## src/rtl/slave_rr_arbiter.sv

```systemverilog
// slave_rr_arbiter: per-slave round-robin arbiter with grant hold-until-ack,
// abort on request drop, and an optional watchdog on stuck transactions.
module slave_rr_arbiter #(
  parameter int QTY_OF_MASTERS = 4,
  parameter int TIMEOUT_CYCLES = 256
) (
  input  logic                              clk,
  input  logic                              rst,
  input  logic [QTY_OF_MASTERS-1:0]         request_from_masters,
  input  logic                              slave_ack,
  output logic [QTY_OF_MASTERS-1:0]         grant_to_masters,
  output logic                              grant_valid,
  output logic [$clog2(QTY_OF_MASTERS)-1:0] granted_master_id,
  output logic                              timeout_pulse
);

  localparam int IDX_W = $clog2(QTY_OF_MASTERS);

  typedef enum logic {
    IDLE = 1'b0,
    BUSY = 1'b1
  } state_t;

  state_t                    state_q;
  logic [QTY_OF_MASTERS-1:0] grant_q;
  logic                      valid_q;
  logic [IDX_W-1:0]          id_q;
  logic                      timeout_q;
  logic [IDX_W-1:0]          ptr_q;

  // Requests rotated so that bit 0 is the master currently holding top priority.
  logic [QTY_OF_MASTERS-1:0] rot_req;
  logic [IDX_W-1:0]          pick_off;
  logic                      pick_found;
  logic [IDX_W-1:0]          pick_idx;
  logic                      wd_expire;
  logic                      owner_req;

  generate
    for (genvar gi = 0; gi < QTY_OF_MASTERS; gi++) begin : g_rot
      assign rot_req[gi] = request_from_masters[ptr_q + IDX_W'(gi)];
    end
  endgenerate

  // Lowest set bit of the rotated vector is the next winner; offset maps back via the pointer.
  always_comb begin
    pick_found = 1'b0;
    pick_off   = '0;
    for (int k = 0; k < QTY_OF_MASTERS; k++) begin
      if (!pick_found && rot_req[k]) begin
        pick_found = 1'b1;
        pick_off   = IDX_W'(k);
      end
    end
  end

  assign pick_idx  = ptr_q + pick_off;
  assign owner_req = request_from_masters[id_q];

  generate
    if (TIMEOUT_CYCLES > 0) begin : g_wd
      localparam int CNT_W = (TIMEOUT_CYCLES > 1) ? $clog2(TIMEOUT_CYCLES) : 1;
      logic [CNT_W-1:0] wd_cnt_q;

      // Counts BUSY cycles; held at zero in IDLE so every grant starts from zero.
      always_ff @(posedge clk) begin
        if (rst || state_q != BUSY) begin
          wd_cnt_q <= '0;
        end else begin
          wd_cnt_q <= wd_cnt_q + CNT_W'(1);
        end
      end

      assign wd_expire = (state_q == BUSY) && (wd_cnt_q == CNT_W'(TIMEOUT_CYCLES - 1));
    end else begin : g_no_wd
      assign wd_expire = 1'b0;
    end
  endgenerate

  // Arbitration FSM; all outputs are registered here.
  always_ff @(posedge clk) begin
    if (rst) begin
      state_q   <= IDLE;
      grant_q   <= '0;
      valid_q   <= 1'b0;
      id_q      <= '0;
      timeout_q <= 1'b0;
      ptr_q     <= '0;
    end else begin
      timeout_q <= 1'b0;
      case (state_q)
        IDLE: begin
          if (pick_found) begin
            grant_q <= QTY_OF_MASTERS'(1) << pick_idx;
            valid_q <= 1'b1;
            id_q    <= pick_idx;
            state_q <= BUSY;
          end
        end
        BUSY: begin
          // Ack wins over abort and over expiry; abort also suppresses the timeout pulse.
          if (slave_ack || !owner_req || wd_expire) begin
            grant_q   <= '0;
            valid_q   <= 1'b0;
            ptr_q     <= id_q + IDX_W'(1);
            state_q   <= IDLE;
            timeout_q <= !slave_ack && owner_req;
          end
        end
        default: begin
          state_q <= IDLE;
          grant_q <= '0;
          valid_q <= 1'b0;
        end
      endcase
    end
  end

  assign grant_to_masters  = grant_q;
  assign grant_valid       = valid_q;
  assign granted_master_id = id_q;
  assign timeout_pulse     = timeout_q;

endmodule
```

## config.mk

```make
export PLATFORM = sky130hd
export DESIGN_NAME = slave_rr_arbiter
export DESIGN_NICKNAME = d
export VERILOG_FILES = /design/src/rtl/slave_rr_arbiter.sv
export SDC_FILE = /design/constraint.sdc
export NUM_CORES = 1
export LEC_CHECK = 0
export CORE_ASPECT_RATIO = 0.7
export CORE_MARGIN = 5
export CORE_UTILIZATION = 36
export DETAILED_ROUTE_END_ITERATION = 7
export HOLD_SLACK_MARGIN = 0.05
export PLACE_DENSITY = 0.55
export RECOVER_POWER = 50
export SETUP_SLACK_MARGIN = 0.4
export SLEW_MARGIN = 20
export SYNTH_ARGS = -nofsm -noshare
export SYNTH_HDL_FRONTEND = slang
export SYNTH_SLANG_ARGS = --single-unit
```

## constraint.sdc

```tcl
create_clock -name clk -period 2.2 [get_ports clk]
set_input_delay 0.44 -clock clk [delete_from_list [all_inputs] [get_ports clk]]
set_output_delay 0.44 -clock clk [all_outputs]
set_load 0.02 [all_outputs]
```

==> metrics.csv <==
stage,metric,value,unit
route,wl_met2,1310,microns
power,p_int,0.704,mW
clock_network,clk-insertion-delay-late,0.25,ns
cells_and_area,final_layout_size_suffix_gt1_frac,0.337,
yosys,synth_area,1060,sq um
grt,grt_pass1_vias,968,
power,switching_power,0.326,mW
yosys,yosysWarningCount,0,
power,clkPwrFrac,0.227,
floorplanning,start_util,0.377,
worst_setup_path,cp_max_fo,4,
cells_and_area,fillCellCount,253,
worst_setup_path,cp_cell_sequence,buf_6 -> buf_6 -> o211ai_1 -> o2111ai_4 -> ha_4 -> buf_12 -> xnor2_4 -> nor4b_4 -> o21ai_1 -> nand3_1,
worst_setup_path,r2r_end,grant_to_masters[1],
placed_design,dp.cells,187,
cells_and_area,most-common-layout-cells,"20 x nor2_1, 18 x dfxtp_1, 16 x buf_4",
route,first_iter_violations,35,
sta,drv_slew,0,
worst_setup_path,rr_worst_depth,9,
worst_setup_path,setup.worst_path.end,grant_to_masters[1],
flow_run,drv_cap,0,
sta,fin_crit_sh,0.858,
clock_network,cts.clk_slew.worst_paths,0.07,ns
power,comb_power_share,0.378,
worst_setup_path,cp.arrival,2.08,ns
sta,rsz0062_at_grt,true,
yosys,synth_compound_area_frac,0.161,
route,wl_met1,1300,microns
cells_and_area,multi_input_area,787,sq um
worst_hold_path,min_path_type,reg2reg,
outcome,status,completed,
yosys,avgSynthCellArea,8.25,sq um
sta,finalWorstSetupSlack,0.313,ns
power,p_sw_frac,0.317,
clock_network,h-tree-depth,1,
worst_setup_path,crit_top_cell,buf_6,
yosys,syn_nets,137,
placed_design,gp_congestion,0.715,
placed_design,post_dp_cell_area,1340,sq um
worst_setup_path,endpoint_kind,flip-flop,
worst_setup_path,startpoint_type,input pin,
clock_network,cts_made_buffers,3,
yosys,yosys.area_share.simple,0.322,
yosys,synth_seq_cells,19,
sta,period_needed,1.89,ns
clock_network,cts_tree,done,
worst_setup_path,r2r_slack,0.32,ns
power,p_seq_frac,0.394,
sta,max_slew_margin,0.737,
worst_setup_path,cp_slowest_stage_delay,0.28,ns
route,drtAntennaViolNets,0,
yosys,seq_area_frac_synth,0.360,
cells_and_area,area_delta_synth_final,49.8,%
yosys,synth_xor_area_frac,0.0746,
grt,grt_pass1_wl,4350,microns
power,ir_drop,0.000431,V
route,dr_wl_met3,112,microns
placed_design,dp_slack,-0.243,ns
sta,fin_skew,0.00195,ns
yosys,synth_top_family_by_area,simple AND/OR/NAND/NOR gates,
floorplanning,pin_count,15,
cells_and_area,num_antenna_cells,0,
worst_setup_path,r2r_start,ptr_q[0],
yosys,synth_fa_ha_area_frac,0.0237,
worst_setup_path,critPathKind,in2reg,
grt,overflow,0,
route,maxUsedRoutingLayer,met4,
grt,grtUsageTotal,0.132,
grt,grt_max_degree,12,
cells_and_area,fin_area,1580,sq um
clock_network,clockBufferDepth,2,
placed_design,dp_hpwl,1850,microns
floorplanning,core-area,2800,sq um
sta,worstMarginPinSlew,0.395,ns
floorplanning,dieArea,4130,sq um
cells_and_area,final_common_cell,nor2_1,
cells_and_area,seq_area,384,sq um
clock_network,cts_root_buffer,clkbuf_8,
power,powerDensity,652,nW/um^2
yosys,synth.area.mux_share,0.0213,
sta,fmax,530,MHz
cells_and_area,layoutNonFillerInstCount,199,
power,finalPower,1.03,mW
clock_network,hold_buffers,0,
route,vias,1031,
power,p_leak,0.611,nW
worst_setup_path,worstSetupStartpoint,request_from_masters[0],
worst_setup_path,required,2.39,ns
floorplanning,die_x,74.7,microns
yosys,ys_types,38,
sta,report.final.hold_viol_count,0,
cells_and_area,fin_nets,173,
yosys,synthCells,128,
route,routed_wl,2760,microns
route,drc,0,
cells_and_area,utilization,0.564,
floorplanning,num_rows,16,
clock_network,cts.sinks,19,
floorplanning,die_h,55.3,microns
route,drt_pre_antenna_iters,5,
route,wl_per_cell,13.9,microns
placed_design,numPortBuffers,14,
route,vias_per_cell,5.18,
worst_setup_path,cpMaxStageDelayCell,o211ai_1,
grt,antenna_found_initial,0,
sta,setup_viol,0,
synth_stat cells (all sizes together):
master   instances  share of area
nor3b            1         0.0071
o211ai           1         0.0071
a311oi           1         0.0083
or2              1         0.0059
or3              2          0.012
o21a             1         0.0071
inv              1         0.0036
ha               2          0.024
xnor2            5          0.041
or2b             1         0.0071
buf              3          0.023
o31ai            1          0.012
and3             6          0.036
a21oi            2         0.0095
dfxtp           19           0.36
nor2b            4          0.024
nand2           10          0.036
xor2             4          0.033
clkbuf           3          0.011
nand2b           2          0.012
a211oi           1         0.0071
mux2             2          0.021
nand3           13          0.062
nor3             2         0.0095
o32ai            1          0.026
nor2            22          0.078
o21ai            7          0.033
o2111ai          1         0.0083
a32oi            1         0.0083
a22oi            2          0.014
or4              2          0.018
nor4b            2          0.017
o32a             1          0.011
a32o             1         0.0095
per-stage QoR:
stage	setup TNS, ns	hold slack [ns]
after floorplan	0	0.413
after global placement	-1.01	0.435
after detailed placement	-1.12	0.441
after CTS	0	0.451
after global routing	0	0.488
final	0	0.456
what timing repair did:
action	4_1_cts	5_1_grt
pin swaps	13	13
resized for setup	30	23
setup buffers	4	4
setup endpoints to repair	10	9
layer usage:
layer	vias up	global-route usage
met3	4	0.0471
met1	481	0.191
met2	18	0.191
met5	-	0
met4	0	0.0178
li1	528	-
power groups by stage:
stage / combinational (mW) / clock (mW) / sequential [mW]
after floorplan: 0.163 / 0 / 0.425
after global placement: 0.290 / 0 / 0.412
after detailed placement: 0.292 / 0 / 0.414
after CTS: 0.355 / 0.243 / 0.407
after global routing: 0.420 / 0.261 / 0.412
final: 0.390 / 0.234 / 0.406
registers in the layout, indices dropped and copies added (netlist names):
| name | flops |
|---|---|
| timeout_pulse | 1 |
| granted_master_id | 2 |
| g_wd.wd_cnt_q | 8 |
| ptr_q | 2 |
| state_q | 1 |
| grant_valid | 1 |
| grant_to_masters | 4 |
worst max-delay path, delay by kind of cell:
family	cells	cell delay (ns)
adder cells (fa/ha/maj)	1	0.23
AND/OR/NAND/NOR	2	0.34
buffers and inverters	3	0.34
XOR/XNOR	1	0.15
AO/OA/AOI/OAI	3	0.57
how the worst min path moves through the flow:
stage	cells past startpoint	slack [ns]	from	end
2_1_floorplan	1	0.41	g_wd.wd_cnt_q[0]	g_wd.wd_cnt_q[0]
3_3_place_gp	1	0.44	g_wd.wd_cnt_q[0]	g_wd.wd_cnt_q[0]
3_5_place_dp	1	0.44	g_wd.wd_cnt_q[0]	g_wd.wd_cnt_q[0]
4_1_cts	1	0.45	g_wd.wd_cnt_q[0]	g_wd.wd_cnt_q[0]
5_1_grt	1	0.49	g_wd.wd_cnt_q[0]	g_wd.wd_cnt_q[0]
6_report	1	0.46	g_wd.wd_cnt_q[0]	g_wd.wd_cnt_q[0]
area by class of cell:
type / instances / area share
multi-input combinational: 102 / 0.498
sequential: 19 / 0.243
timing repair buffer: 37 / 0.200
clock buffer: 4 / 0.0285
tap: 36 / 0.0285
inverter: 1 / 0.00237
logic make-up (layout without fill, tap and decap cells):
family	Yosys count	after routing
buffers and inverters	7	42
AND/OR/NAND/NOR	68	68
flip-flops	19	19
XOR/XNOR	9	9
multiplexers	2	2
AO/OA/AOI/OAI	21	21
adder cells (fa/ha/maj)	2	2
Power figures use the tool's default switching activity.
